## src/rtl/bin_to_bcd_seq.sv

```systemverilog
// Iterative double-dabble binary-to-BCD converter: one shift/add-3 step per clock,
// valid/ready input handshake, atomically updated result with a one-cycle done pulse.
module bin_to_bcd_seq #(
  parameter int unsigned BIN_W    = 27,
  parameter int unsigned N_DIGITS = 8
) (
  input  logic                    clock,
  input  logic                    reset,
  input  logic [BIN_W-1:0]        bin_in,
  input  logic                    in_valid,
  output logic                    in_ready,
  output logic [4*N_DIGITS-1:0]   digits,
  output logic                    done,
  output logic                    overflow
);

  localparam int unsigned BCD_W  = 4 * N_DIGITS;
  localparam int unsigned WORK_W = BCD_W + BIN_W;
  localparam int unsigned CNT_W  = $clog2(BIN_W) + 1;

  function automatic logic [63:0] pow10_minus1(input int unsigned n);
    logic [63:0] p;
    p = 64'd1;
    for (int unsigned i = 0; i < n; i++) begin
      p = p * 64'd10;
    end
    return p - 64'd1;
  endfunction

  localparam logic [63:0] MAX_DEC = pow10_minus1(N_DIGITS);
  // Overflow is only reachable when the binary range exceeds the decimal range.
  localparam bit OVF_POSSIBLE = (BIN_W >= 64) ? 1'b1
                              : (((64'd1 << BIN_W) - 64'd1) > MAX_DEC);
  localparam logic [BIN_W-1:0] MAX_DEC_W = BIN_W'(MAX_DEC);
  localparam logic [CNT_W-1:0] LAST_CNT  = CNT_W'(BIN_W - 1);

  typedef enum logic {
    IDLE,
    CONVERT
  } state_t;

  state_t              state_q, state_d;
  logic [WORK_W-1:0]   work_q, work_d;
  logic [CNT_W-1:0]    cnt_q, cnt_d;
  logic                ovf_pend_q, ovf_pend_d;
  logic [BCD_W-1:0]    digits_q, digits_d;
  logic                overflow_q, overflow_d;
  logic                done_q, done_d;

  logic [WORK_W-1:0]   adjusted;
  logic [WORK_W-1:0]   stepped;
  logic                ovf_cmp;

  // One double-dabble step: nibble-local add-3, then shift the whole register left.
  always_comb begin
    adjusted = work_q;
    for (int unsigned i = 0; i < N_DIGITS; i++) begin
      if (work_q[BIN_W + 4*i +: 4] >= 4'd5) begin
        adjusted[BIN_W + 4*i +: 4] = work_q[BIN_W + 4*i +: 4] + 4'd3;
      end
    end
    stepped = {adjusted[WORK_W-2:0], 1'b0};
  end

  assign ovf_cmp = OVF_POSSIBLE && (bin_in > MAX_DEC_W);

  always_comb begin
    state_d    = state_q;
    work_d     = work_q;
    cnt_d      = cnt_q;
    ovf_pend_d = ovf_pend_q;
    digits_d   = digits_q;
    overflow_d = overflow_q;
    done_d     = 1'b0;
    in_ready   = 1'b0;
    unique case (state_q)
      IDLE: begin
        in_ready = 1'b1;
        if (in_valid) begin
          work_d     = WORK_W'(bin_in);
          cnt_d      = '0;
          ovf_pend_d = ovf_cmp;
          state_d    = CONVERT;
        end
      end
      CONVERT: begin
        work_d = stepped;
        cnt_d  = cnt_q + 1'b1;
        if (cnt_q == LAST_CNT) begin
          digits_d   = ovf_pend_q ? {N_DIGITS{4'h9}} : stepped[WORK_W-1 -: BCD_W];
          overflow_d = ovf_pend_q;
          done_d     = 1'b1;
          state_d    = IDLE;
        end
      end
      default: state_d = IDLE;
    endcase
  end

  always_ff @(posedge clock or negedge reset) begin
    if (!reset) begin
      state_q    <= IDLE;
      work_q     <= '0;
      cnt_q      <= '0;
      ovf_pend_q <= 1'b0;
      digits_q   <= '0;
      overflow_q <= 1'b0;
      done_q     <= 1'b0;
    end else begin
      state_q    <= state_d;
      work_q     <= work_d;
      cnt_q      <= cnt_d;
      ovf_pend_q <= ovf_pend_d;
      digits_q   <= digits_d;
      overflow_q <= overflow_d;
      done_q     <= done_d;
    end
  end

  assign digits   = digits_q;
  assign overflow = overflow_q;
  assign done     = done_q;

endmodule
```

## config.mk

```make
export PLATFORM = sky130hd
export DESIGN_NAME = bin_to_bcd_seq
export DESIGN_NICKNAME = d
export VERILOG_FILES = /design/src/rtl/bin_to_bcd_seq.sv
export SDC_FILE = /design/constraint.sdc
export NUM_CORES = 1
export LEC_CHECK = 0
export CORE_ASPECT_RATIO = 1.75
export CORE_UTILIZATION = 59
export DETAILED_ROUTE_END_ITERATION = 6
export GPL_TIMING_DRIVEN = 1
export PLACE_DENSITY_LB_ADDON = 0.15
export SYNTH_ARGS = -nofsm -noshare
export SYNTH_HDL_FRONTEND = slang
export SYNTH_SLANG_ARGS = --single-unit
```

## constraint.sdc

```tcl
create_clock -name clock -period 2.57 [get_ports clock]
set_input_delay 0.514 -clock clock [delete_from_list [all_inputs] [get_ports clock]]
set_output_delay 0.514 -clock clock [all_outputs]
set_load 0.02 [all_outputs]
```

==> impl_metrics.tcl <==
set metrics [dict create \
    cp_max_fo 11 \
    die-height_um 122 \
    finalInstanceArea_um2 5820 \
    portBuffers 64 \
    syn_area_um2 4840 \
    setup-tns-final_ns 0 \
    worstPathCellList "inv_2, clkdlybuf4s50_1" \
    tightestPinTransition_ns 0.752 \
    clkSlewWorstSetupHoldPaths_ns 0.06 \
    synth_nets 517 \
    clockPowerShare_pct 17.5 \
    cts_buffer_depth 2 \
    r2r_start "cnt_q[0]" \
    core_um2 7960 \
    peakVddDrop_mv 0.605 \
    fmax_mhz 492 \
    r2r_slack_ns 0.63 \
    endpoint_kind "output port" \
    finalSetupViolations 0 \
    maxCapViolCount 0 \
    cpMaxStageDelayCell "clkdlybuf4s50_1" \
    drc 13 \
    finalWeightedCongestion 0.764 \
    globalRouteTotalUtil_pct 25.9 \
    clock-sinks 101 \
    status "finished, violations left" \
    finalCritPeriodShare_pct 79.1 \
    antenna_found_initial 0 \
    yosys.cell_types.count 38 \
    synth_area_leaders "dfrtp_1, mux2i_1, ha_1, nand2_1, o21ai_0" \
    postSynth.asyncResetShare_pct 100 \
    antenna_cells 0 \
    slew_violations 0 \
    placed_area_um2 5550 \
    max_stage_delay_ns 0.59 \
    hold_buffers 0 \
    postCtsSetupBuffers 0 \
    critPathLaunchType "flip-flop" \
    drtPass1Iterations 6 \
    synth_warnings 0 \
    p_leak_nw 2.65 \
    rsz0062_at_grt "false" \
    ys_seq_area_share_pct 52.2 \
    switching_share_pct 37.4 \
    yosysTopAreaCell "dfrtp_1" \
    totalPowerFinal_mw 7.02 \
    ctsHtreeMaxLevel 3 \
    routed_wl_um 9930 \
    max_slew_margin_pct 49.9 \
    synth-seq-cells 101 \
    finish.utilization_pct 73.1 \
    ios 65 \
    numCtsBuffers 9 \
    avgSynthCellArea_um2 10.3 \
    vias 3700 \
    via_per_inst 5.97 \
    wire_per_inst_um 16.0 \
    hp-class "primary input to async pin" \
    antenna_left 0 \
    rows 43 \
    crit_type "flip-flop to output port" \
    p_comb_share_pct 43.0 \
    area_growth_pct 20.2 \
    fin_cells 620 \
    dp_cells 605 \
    p_sw_mw 2.62 \
    drt_iter0_drc 238 \
    hold_viol_final 0 \
    r2r-end "digits[0]" \
    fin_ws_ns 0.538 \
    period_needed_ns 2.03 \
    grt_pass1_wl_um 17100 \
    violations "design-rule violations" \
    powerDensity_nw_per_um2 1210 \
    start_util_pct 60.8 \
    die_x_um 70.5 \
    grt_max_degree 86 \
    cts-root-buf "clkbuf_16" \
    synth_edf_count 0 \
    place_ws_ns 0.644 \
    yosys.area.top_type_share_pct 52.2 \
    dpl.hpwl_um 6790 \
    hold_slack_ns 0.0951 \
    grt.overflow.total 0 \
    fin_skew_ns 0.00674 \
    dieArea_um2 8590 \
    required_ns 2.06 \
    cts_tree "done" \
    clk_latency_ns 0.34 \
    layout-drive-gt1-share_pct 5.66 \
    seqPwrFrac_pct 39.5 \
    worstPathArrival_ns 1.52 \
    ff2ff_path_depth 7 \
    cts_resized 0 \
    grt_pass1_vias 3670 \
    final_nets 574 \
    netlist_instances 469 \
    intPower_mw 4.39 \
    synth_ff_type "dfrtp_1" \
]
==> worst max-delay path by stage <==
stage	end	start	cells past startpoint
floorplan	in_ready	state_q	3
global placement	cnt_q[5]	state_q	4
detailed placement	cnt_q[5]	state_q	4
CTS	in_ready	state_q	2
global route	cnt_q[5]	state_q	4
finish	in_ready	state_q	2
==> kinds of logic (layout without fill, tap and decap cells) <==
family / after synthesis / in the layout / synth area share (%)
AO/OA/AOI/OAI: 133 / 133 / 17.0
AND/OR/NAND/NOR: 125 / 125 / 13.0
flip-flops: 101 / 101 / 52.2
buffers and inverters: 47 / 108 / 4.13
multiplexers: 35 / 35 / 7.23
adder cells (fa/ha/maj): 18 / 18 / 4.65
XOR/XNOR: 10 / 10 / 1.81
==> critical path: cells and delay by family, from the launching register on <==
family | cells | cell delay (ns)
flops | 1 | 0.50
buf+inv | 2 | 0.67
==> flip-flops by register name, indices dropped and copies added, names as in the netlist <==
register    flops
overflow        1
state_q         1
work_q         59
digits         32
ovf_pend_q      1
cnt_q           6
done            1
==> power by group through the flow <==
stage | combinational (mW) | sequential [mW] | clock (mW)
final | 3.02 | 2.77 | 1.23
after global routing | 3.35 | 2.86 | 1.32
after CTS | 3.04 | 2.77 | 1.26
after detailed placement | 3.02 | 2.79 | 0
after global placement | 2.91 | 2.76 | 0
after floorplan | 1.87 | 2.92 | 0
==> placed cells by master, fill, tap and decap left out, types with 2 or more instances in the layout <==
| master | count |
|---|---|
| mux2i_1 | 35 |
| o22ai_1 | 17 |
| buf_12 | 2 |
| a22o_1 | 16 |
| xnor2_1 | 9 |
| inv_2 | 2 |
| a21o_1 | 17 |
| nor3b_1 | 22 |
| inv_1 | 19 |
| nor2_1 | 22 |
| a21oi_1 | 30 |
| o21ai_0 | 37 |
| a31oi_1 | 9 |
| dfrtp_1 | 100 |
| nand3_1 | 3 |
| o31ai_1 | 2 |
| clkdlybuf4s50_1 | 62 |
| nand2b_1 | 8 |
| buf_4 | 7 |
| clkinv_2 | 4 |
| clkbuf_16 | 9 |
| nand2_1 | 50 |
| ha_1 | 18 |
| nor3_1 | 9 |
| nand4_1 | 3 |
==> metal layers <==
metal	routed length, um	track usage, %	vias to the layer above
met5	0	0	-
met4	232	12.1	0
met3	439	5.87	15
met2	5300	44.0	98
met1	3960	31.3	1814
li1	-	-	1773
==> synthesized netlist by cell type, drive strengths merged, types with 16 or more instances <==
master	n
nor2	23
inv	21
o22ai	17
mux2i	35
a21o	17
buf	18
dfrtp	101
nand2	50
a22o	16
a21oi	30
ha	18
nor3b	22
o21ai	37
==> cell type report <==
cell class / count / area (um2)
Multi-Input combinational cell: 321 / 2120
Fill cell: 603 / 2140
Sequential cell: 101 / 2530
Inverter: 21 / 78.8
Tap cell: 90 / 113
Clock inverter: 5 / 27.5
Clock buffer: 10 / 239
Timing Repair Buffer: 72 / 718
Power figures use the tool's default switching activity.
